## src/rtl/uart_tx_arbiter.sv

```systemverilog
// -----------------------------------------------------------------------------
// uart_tx_arbiter
//   Round-robin arbiter sharing one UART transmit channel between up to four
//   byte producers. A granted producer holds the channel for a whole burst
//   (closed by its last-byte flag), so bursts never interleave on the line.
//   The DataIn handshake towards the UART is driven from a registered stage.
//
// Optional feature macro: UART_ARB_TIMEOUT_EN
//   When defined, a lock whose owner has been silent for TIMEOUT cycles is
//   force-released and o_timeout pulses for one cycle. When undefined, no
//   counter exists and o_timeout is tied low.
//
// Parameters
//   NUM_REQ  number of requesters (2..4)
//   TIMEOUT  lock-release limit in cycles (2..65535), timeout build only
//
// Ports
//   i_clk            system clock, rising edge
//   i_rst_n          asynchronous active-low reset
//   i_req_valid      per-requester byte valid
//   i_req_data       per-requester byte, requester i at [8i+7:8i]
//   i_req_last       final byte of requester i's burst
//   o_req_ready      byte taken from requester i when valid && ready
//   o_data_in        byte to the UART
//   o_data_in_valid  UART byte valid
//   i_data_in_ready  UART can accept a byte
//   o_grant          one-hot lock owner, zero when idle
//   o_busy           high while locked or while o_data_in_valid is high
//   o_timeout        one-cycle pulse on a forced release
// -----------------------------------------------------------------------------
module uart_tx_arbiter #(
  parameter int NUM_REQ = 2,
  parameter int TIMEOUT = 1024
) (
  input  logic                 i_clk,
  input  logic                 i_rst_n,
  input  logic [NUM_REQ-1:0]   i_req_valid,
  input  logic [8*NUM_REQ-1:0] i_req_data,
  input  logic [NUM_REQ-1:0]   i_req_last,
  output logic [NUM_REQ-1:0]   o_req_ready,
  output logic [7:0]           o_data_in,
  output logic                 o_data_in_valid,
  input  logic                 i_data_in_ready,
  output logic [NUM_REQ-1:0]   o_grant,
  output logic                 o_busy,
  output logic                 o_timeout
);
  localparam int IW = (NUM_REQ > 2) ? 2 : 1;

  typedef enum logic { S_IDLE = 1'b0, S_LOCKED = 1'b1 } state_t;

  state_t             r_state, w_state_next;
  logic [IW-1:0]      r_last, w_last_next;
  logic [IW-1:0]      r_owner, w_owner_next;
  logic [NUM_REQ-1:0] r_grant, w_grant_next;
  logic [7:0]         r_data, w_data_next;
  logic               r_valid, w_valid_next;
  logic               r_busy, w_busy_next;

  logic [IW-1:0]      w_win_idx;
  logic [IW-1:0]      w_scan;
  logic               w_sel_valid;
  logic               w_sel_last;
  logic [7:0]         w_sel_data;
  logic               w_slot_free;
  logic               w_accept;
  logic               w_tmo_hit;

  // Owner's request lines, selected by the registered owner index.
  assign w_sel_valid = i_req_valid[r_owner];
  assign w_sel_last  = i_req_last[r_owner];
  assign w_sel_data  = i_req_data[{r_owner, 3'b000} +: 8];

  // The output register can take a byte when empty or draining this cycle.
  assign w_slot_free = !r_valid || i_data_in_ready;
  assign w_accept    = (r_state == S_LOCKED) && w_sel_valid && w_slot_free;

  generate
    for (genvar gi = 0; gi < NUM_REQ; gi++) begin : g_ready
      assign o_req_ready[gi] = (r_state == S_LOCKED) && r_grant[gi] && w_slot_free;
    end
  endgenerate

  // Round-robin pick: scan from last+1 upward with wrap. Scanning from the far
  // end down lets the nearest valid requester overwrite earlier candidates.
  always_comb begin
    w_win_idx = '0;
    w_scan    = '0;
    for (int k = NUM_REQ; k >= 1; k--) begin
      w_scan = IW'((int'(r_last) + k) % NUM_REQ);
      if (i_req_valid[w_scan]) w_win_idx = w_scan;
    end
  end

`ifdef UART_ARB_TIMEOUT_EN
  logic [15:0] r_idle_cnt, w_idle_cnt_next;
  logic        r_timeout;

  // Release on the edge where the silent-cycle count would reach TIMEOUT.
  // An accept always carries a valid owner, so it can never coincide.
  assign w_tmo_hit = (r_state == S_LOCKED) && !w_accept && !w_sel_valid &&
                     (r_idle_cnt == 16'(TIMEOUT - 1));

  always_comb begin
    w_idle_cnt_next = r_idle_cnt;
    if (r_state == S_IDLE || w_accept || w_tmo_hit) begin
      w_idle_cnt_next = '0;
    end else if (!w_sel_valid) begin
      w_idle_cnt_next = r_idle_cnt + 16'd1;
    end
  end

  always_ff @(posedge i_clk or negedge i_rst_n) begin
    if (!i_rst_n) begin
      r_idle_cnt <= '0;
      r_timeout  <= 1'b0;
    end else begin
      r_idle_cnt <= w_idle_cnt_next;
      r_timeout  <= w_tmo_hit;
    end
  end

  assign o_timeout = r_timeout;
`else
  logic [15:0] w_unused_timeout;
  assign w_unused_timeout = 16'(TIMEOUT);
  assign w_tmo_hit        = 1'b0;
  assign o_timeout        = 1'b0;
`endif

  // State register and registered outputs.
  always_ff @(posedge i_clk or negedge i_rst_n) begin
    if (!i_rst_n) begin
      r_state <= S_IDLE;
      r_last  <= IW'(NUM_REQ - 1);
      r_owner <= '0;
      r_grant <= '0;
      r_data  <= '0;
      r_valid <= 1'b0;
      r_busy  <= 1'b0;
    end else begin
      r_state <= w_state_next;
      r_last  <= w_last_next;
      r_owner <= w_owner_next;
      r_grant <= w_grant_next;
      r_data  <= w_data_next;
      r_valid <= w_valid_next;
      r_busy  <= w_busy_next;
    end
  end

  // Next-state logic.
  always_comb begin
    w_state_next = r_state;
    case (r_state)
      S_IDLE: begin
        if (|i_req_valid) w_state_next = S_LOCKED;
      end
      S_LOCKED: begin
        if ((w_accept && w_sel_last) || w_tmo_hit) w_state_next = S_IDLE;
      end
      default: w_state_next = S_IDLE;
    endcase
  end

  // Output logic: next values of the registered outputs.
  always_comb begin
    w_last_next  = r_last;
    w_owner_next = r_owner;
    w_grant_next = r_grant;
    w_data_next  = r_data;
    w_valid_next = r_valid;

    if (r_state == S_IDLE && |i_req_valid) begin
      w_grant_next = NUM_REQ'(1) << w_win_idx;
      w_owner_next = w_win_idx;
      w_last_next  = w_win_idx;
    end else if (r_state == S_LOCKED && w_state_next == S_IDLE) begin
      w_grant_next = '0;
    end

    // A new accept refills the slot; otherwise a taken byte empties it.
    if (w_accept) begin
      w_data_next  = w_sel_data;
      w_valid_next = 1'b1;
    end else if (r_valid && i_data_in_ready) begin
      w_valid_next = 1'b0;
    end

    w_busy_next = (w_state_next == S_LOCKED) || w_valid_next;
  end

  assign o_grant         = r_grant;
  assign o_data_in       = r_data;
  assign o_data_in_valid = r_valid;
  assign o_busy          = r_busy;

endmodule
```

## config.mk

```make
export PLATFORM = sky130hd
export DESIGN_NAME = uart_tx_arbiter
export DESIGN_NICKNAME = d
export VERILOG_FILES = /design/src/rtl/uart_tx_arbiter.sv
export SDC_FILE = /design/constraint.sdc
export NUM_CORES = 1
export LEC_CHECK = 0
export ABC_CLOCK_PERIOD_IN_PS = 1700
export CAP_MARGIN = 20
export CORE_MARGIN = 5
export CORE_UTILIZATION = 30
export DETAILED_ROUTE_END_ITERATION = 10
export DONT_BUFFER_PORTS = 1
export PLACE_DENSITY = 0.53
export SYNTH_ARGS = -nofsm -noshare
export SYNTH_HDL_FRONTEND = slang
export SYNTH_SLANG_ARGS = --single-unit
```

## constraint.sdc

```tcl
create_clock -name i_clk -period 1.7 [get_ports i_clk]
set_input_delay 0.51 -clock i_clk [delete_from_list [all_inputs] [get_ports i_clk]]
set_output_delay 0.51 -clock i_clk [all_outputs]
set_load 0.1 [all_outputs]
```

* Word level (Yosys, flattened, before mapping)
Index checks and enable logic that the tools add are counted.
** Cells by class
- $add $sub $neg :: 2
- Order comparisons :: 3
- Shift-type cells :: 2
- Mux-type cells :: 17
- Bitwise logic cells :: 2
- Reduce and logical (&&, ||, !) cells :: 15
** Operator list (count)
- 16-bit by 5-bit variable part select with 8-bit output :: 1
- 1-bit 2-to-1 mux :: 14
- 1-bit logical AND :: 10
- 1-bit by 2-bit < comparator with 1-bit output (second input constant) :: 3
- 2-bit 2-to-1 mux :: 2
- 1-bit adder (second input constant) :: 2
- 1-bit logical OR :: 2
- 1-bit NOT :: 2
- 1-bit case mux with 2 select lines :: 1
- 2-bit nonzero test :: 1
- 2-bit OR reduction :: 1
- 1-bit by 1-bit << shifter with 2-bit output (first input constant) :: 1
- 1-bit zero test :: 1
** Word-level totals
- Register bits after elaboration :: 15
- Bits of input ports :: 23
- Logic and storage cells :: 48

* Depth between registers and ports, before layout
- Depth in word-level cells :: 11
- Mapped depth :: 4
- Depth with buffers taken out :: 3

* Worst setup path before layout
No wires, ideal clock.
- Kind :: flip-flop to output port
- Start point :: reg r_valid, in the netlist o_data_in_valid
- End point :: out o_req_ready[0]
- Arrival :: 1.886 ns
- Data required time :: 1.190 ns
- Slack :: -0.696 ns
- Cell stages (with the launch flop) :: 3
- Buffers on the path :: 0
- Path through :: dfrtp_1 nand2b_1 and3_1
** Between the ends
- Longest elaborated chain between the ends :: 3
** RTL lines
- from (decl) :: RTL line 57 : logic r_valid, w_valid_next;
- from (signal assigned) :: RTL line 147 : r_valid <= w_valid_next;
- 1-bit zero test :: RTL line 75 : assign w_slot_free = !r_valid || i_data_in_ready;
- 1-bit logical OR :: RTL line 75
- 1-bit logical AND :: RTL line 80 : assign o_req_ready[gi] = (r_state == S_LOCKED) && r_grant[gi] && w_slot_free;
- to (decl) :: RTL line 40 : output logic [NUM_REQ-1:0] o_req_ready,
Every way passes these cells.

* Worst setup path after layout
- Start point :: reg r_valid, in the netlist o_data_in_valid
- End point :: out o_req_ready[1]
Same word-level chain as after synthesis.

==> reports/summary.log <==
INFO  run_status     run_status=finished clean
INFO  synth          ys_seq_elements=15
INFO  floorplan      die_area=3610squm
INFO  worst_hold_path hold_path_class=input pin to async pin
INFO  grt            grt_max_degree=15
INFO  worst_setup_path critical_path.n_buffers_inverters=0
INFO  synth          netlist_area=752squm
INFO  clock_tree     clock_sink_count=15
INFO  cells_and_area antenna_cells=0
INFO  synth          synthesis.area_per_instance=13.7squm
INFO  synth          yosys_warnings=0
INFO  cells_and_area layout.cells.most_common=sky130_fd_sc_hd__dfrtp_2
INFO  synth          syn_nets=78
INFO  clock_tree     cts_tree=yes
INFO  grt            global_route_wire_length_before_repair=2290um
INFO  synth          synth.lib_cells_used.distinct=19
INFO  cells_and_area nFillCells=241
INFO  floorplan      core_area=2430squm
INFO  cells_and_area post-route-cell-area=893squm
INFO  cells_and_area layout-drive-gt1-share=0.646
INFO  sta            worst_slew_pin_slew=0.618ns
INFO  clock_tree     cell_chosen_for_the_clock_root=sky130_fd_sc_hd__clkbuf_4
INFO  placement      io_buffers=0
INFO  detailed_routing drc=0
INFO  worst_setup_path slowest_cell_on_the_critical_path=sky130_fd_sc_hd__dfrtp_2
INFO  cells_and_area most-common-layout-cells=sky130_fd_sc_hd__dfrtp_2, sky130_fd_sc_hd__mux2_2, sky130_fd_sc_hd__buf_4
INFO  sta            clock_skew=0.00245ns
INFO  cells_and_area area.growth.synth_to_final=18.8%
INFO  grt            overflow=0
INFO  clock_tree     cts_buffers=3
INFO  cells_and_area layoutNonFillerInstCount=95
INFO  floorplan      starting_utilization_of_the_core_area=0.309
INFO  worst_setup_path setup.worst_path.start_class=register
INFO  placement      gpl.final_weighted_congestion=0.703
INFO  placement      place.detailed.instances=88
INFO  floorplan      ios=38
INFO  clock_tree     clkTransAtPathRegs=0.09ns
INFO  clock_tree     clk_latency=0.28ns
INFO  worst_setup_path end_kind=output port
INFO  worst_setup_path worst_path_dominant_cell_family=simple AND/OR/NAND/NOR gates
INFO  cells_and_area final_nets=89
INFO  worst_setup_path path_cells=nand2b_4 > and3_4
INFO  detailed_routing drt_iter0_markers=3
INFO  detailed_routing first_pass_iters=4
INFO  floorplan      die-width=60.1um
INFO  sta            final-setup-viol-count=0
INFO  worst_setup_path crit_path_largest_cell_delay=0.43ns
INFO  worst_setup_path cp.required=1.19ns
INFO  worst_setup_path critPathKind=register to output port
INFO  detailed_routing routed_wire_length=1530um
INFO  run            max_cap_check_violation_count=0
INFO  sta            final_max_slew_viol_count=0
INFO  sta            max_slew_margin=0.587
INFO  clock_tree     htree_levels=1
INFO  clock_tree     clock_path_buffers=2
INFO  synth          postSynthCellCount=55
INFO  sta            grt_setup_unrepaired=true
INFO  detailed_routing vias=445
INFO  sta            max_freq=595MHz
INFO  worst_setup_path timing.critical_path.fanout_max=3
INFO  cells_and_area finished_core_util=0.367
INFO  grt            grt_antenna_before_repair=0
INFO  floorplan      die_h=60.1um
INFO  sta            min_period=1.68ns
INFO  placement      hpwlAfterDp=1100um
INFO  sta            fin_crit_sh=0.988
INFO  detailed_routing drt.antenna.violating_nets=0
INFO  sta            hold_violation_count_in_the_final_report=0
INFO  floorplan      std_cell_rows=18
INFO  worst_setup_path worstPathArrival=1.17ns
INFO  placement      post_dp_cell_area=832squm
INFO  detailed_routing average_routed_wire_per_standard_cell=16.1um
INFO  grt            first_global_vias=488
INFO  synth          seq_area_frac_synth=0.501
INFO  grt            grt.total_usage=0.0905
INFO  detailed_routing drt-vias-per-instance=4.68
==> flip-flops by register name (all words and copies together), names as in the netlist <==
register	flops
r_owner	1
o_data_in	8
o_grant	2
o_data_in_valid	1
o_busy	1
r_state	1
r_last	1
==> worst reg2reg max path: stages, from the launching register on <==
cell	delay (ns)
sky130_fd_sc_hd__dfrtp_1	0.40
sky130_fd_sc_hd__mux2_4	0.32
sky130_fd_sc_hd__nand3_4	0.20
sky130_fd_sc_hd__mux2_2	0.36
==> per-stage QoR <==
stage	setup WS, ns	hold slack [ns]	TNS, ns
final	0.0196	0.0629	0
after global routing	-0.0274	0.0323	-0.0500
after CTS	0.00804	0.0547	0
after detailed placement	0.152	0.215	0
after global placement	0.157	0.215	0
after floorplan	0.0195	0.214	0
==> cell families (layout without fill, tap and decap cells) <==
logic type             after synthesis  in the layout  synth area share
multiplexers                        18             18             0.303
flip-flops                          15             15             0.501
AND/OR/NAND/NOR                     14             14             0.111
AO/OA/AOI/OAI                        4              4            0.0483
buffers and inverters                3             13            0.0316
other                                1              1           0.00499
==> path summary, 6_finish.rpt <==
check / startpoint / to / slack, ns / cells past startpoint
min in group i_clk: i_req_valid[0] / r_state / 0.40 / 1
max in group asynchronous: i_rst_n / o_data_in[0] / 0.58 / 1
min reg2reg: r_last / r_last / 0.47 / 2
min: i_rst_n / r_last / 0.06 / 0
max reg2reg: r_owner / o_data_in[0] / 0.31 / 3
max: o_data_in_valid / o_req_ready[1] / 0.02 / 2
==> synthesized netlist by cell type <==
library cell | instances | area, sq um
sky130_fd_sc_hd__a2bb2oi_1 | 1 | 8.76
sky130_fd_sc_hd__and3_1 | 2 | 12.5
sky130_fd_sc_hd__buf_2 | 1 | 5.00
sky130_fd_sc_hd__buf_4 | 1 | 7.51
sky130_fd_sc_hd__buf_6 | 1 | 11.3
sky130_fd_sc_hd__conb_1 | 1 | 3.75
sky130_fd_sc_hd__dfrtp_1 | 14 | 350
sky130_fd_sc_hd__dfstp_2 | 1 | 26.3
sky130_fd_sc_hd__mux2_1 | 2 | 22.5
sky130_fd_sc_hd__mux2_2 | 8 | 90.1
sky130_fd_sc_hd__mux2_4 | 7 | 105
sky130_fd_sc_hd__mux2i_1 | 1 | 10.0
sky130_fd_sc_hd__nand2_1 | 7 | 26.3
sky130_fd_sc_hd__nand2b_1 | 2 | 12.5
sky130_fd_sc_hd__nand3_4 | 1 | 17.5
sky130_fd_sc_hd__nand3b_1 | 2 | 15.0
sky130_fd_sc_hd__o211a_1 | 1 | 10.0
sky130_fd_sc_hd__o21bai_1 | 1 | 7.51
sky130_fd_sc_hd__o32a_1 | 1 | 10.0
==> per-layer routing <==
layer | track usage | share of wire | vias up | wire length, um
met5 | 0 | 0 | - | 0
met4 | 0.0665 | 0.016 | 0 | 25
met3 | 0.0194 | 0.051 | 2 | 78
met2 | 0.157 | 0.55 | 16 | 835
met1 | 0.0943 | 0.39 | 217 | 590
li1 | - | - | 210 | -
==> area by class of cell <==
type / instances / area [sq um] / share of cell area
Multi-Input combinational cell: 37 / 369 / 0.413
Timing Repair Buffer: 9 / 70.1 / 0.0784
Clock buffer: 4 / 26.3 / 0.0294
Tap cell: 30 / 37.5 / 0.0420
Sequential cell: 15 / 390 / 0.437
==> timing repair <==
action                     4_1_cts  5_1_grt
hold endpoints to repair        14        0
hold buffers                     1        0
setup endpoints to repair        9        2
pin swaps                        1        0
resized for setup                8        0
setup buffers                    1        1
Power is left out: the tool's default activity adds up to more than one toggle a clock period on the data nets, which glitch-free logic cannot reach.
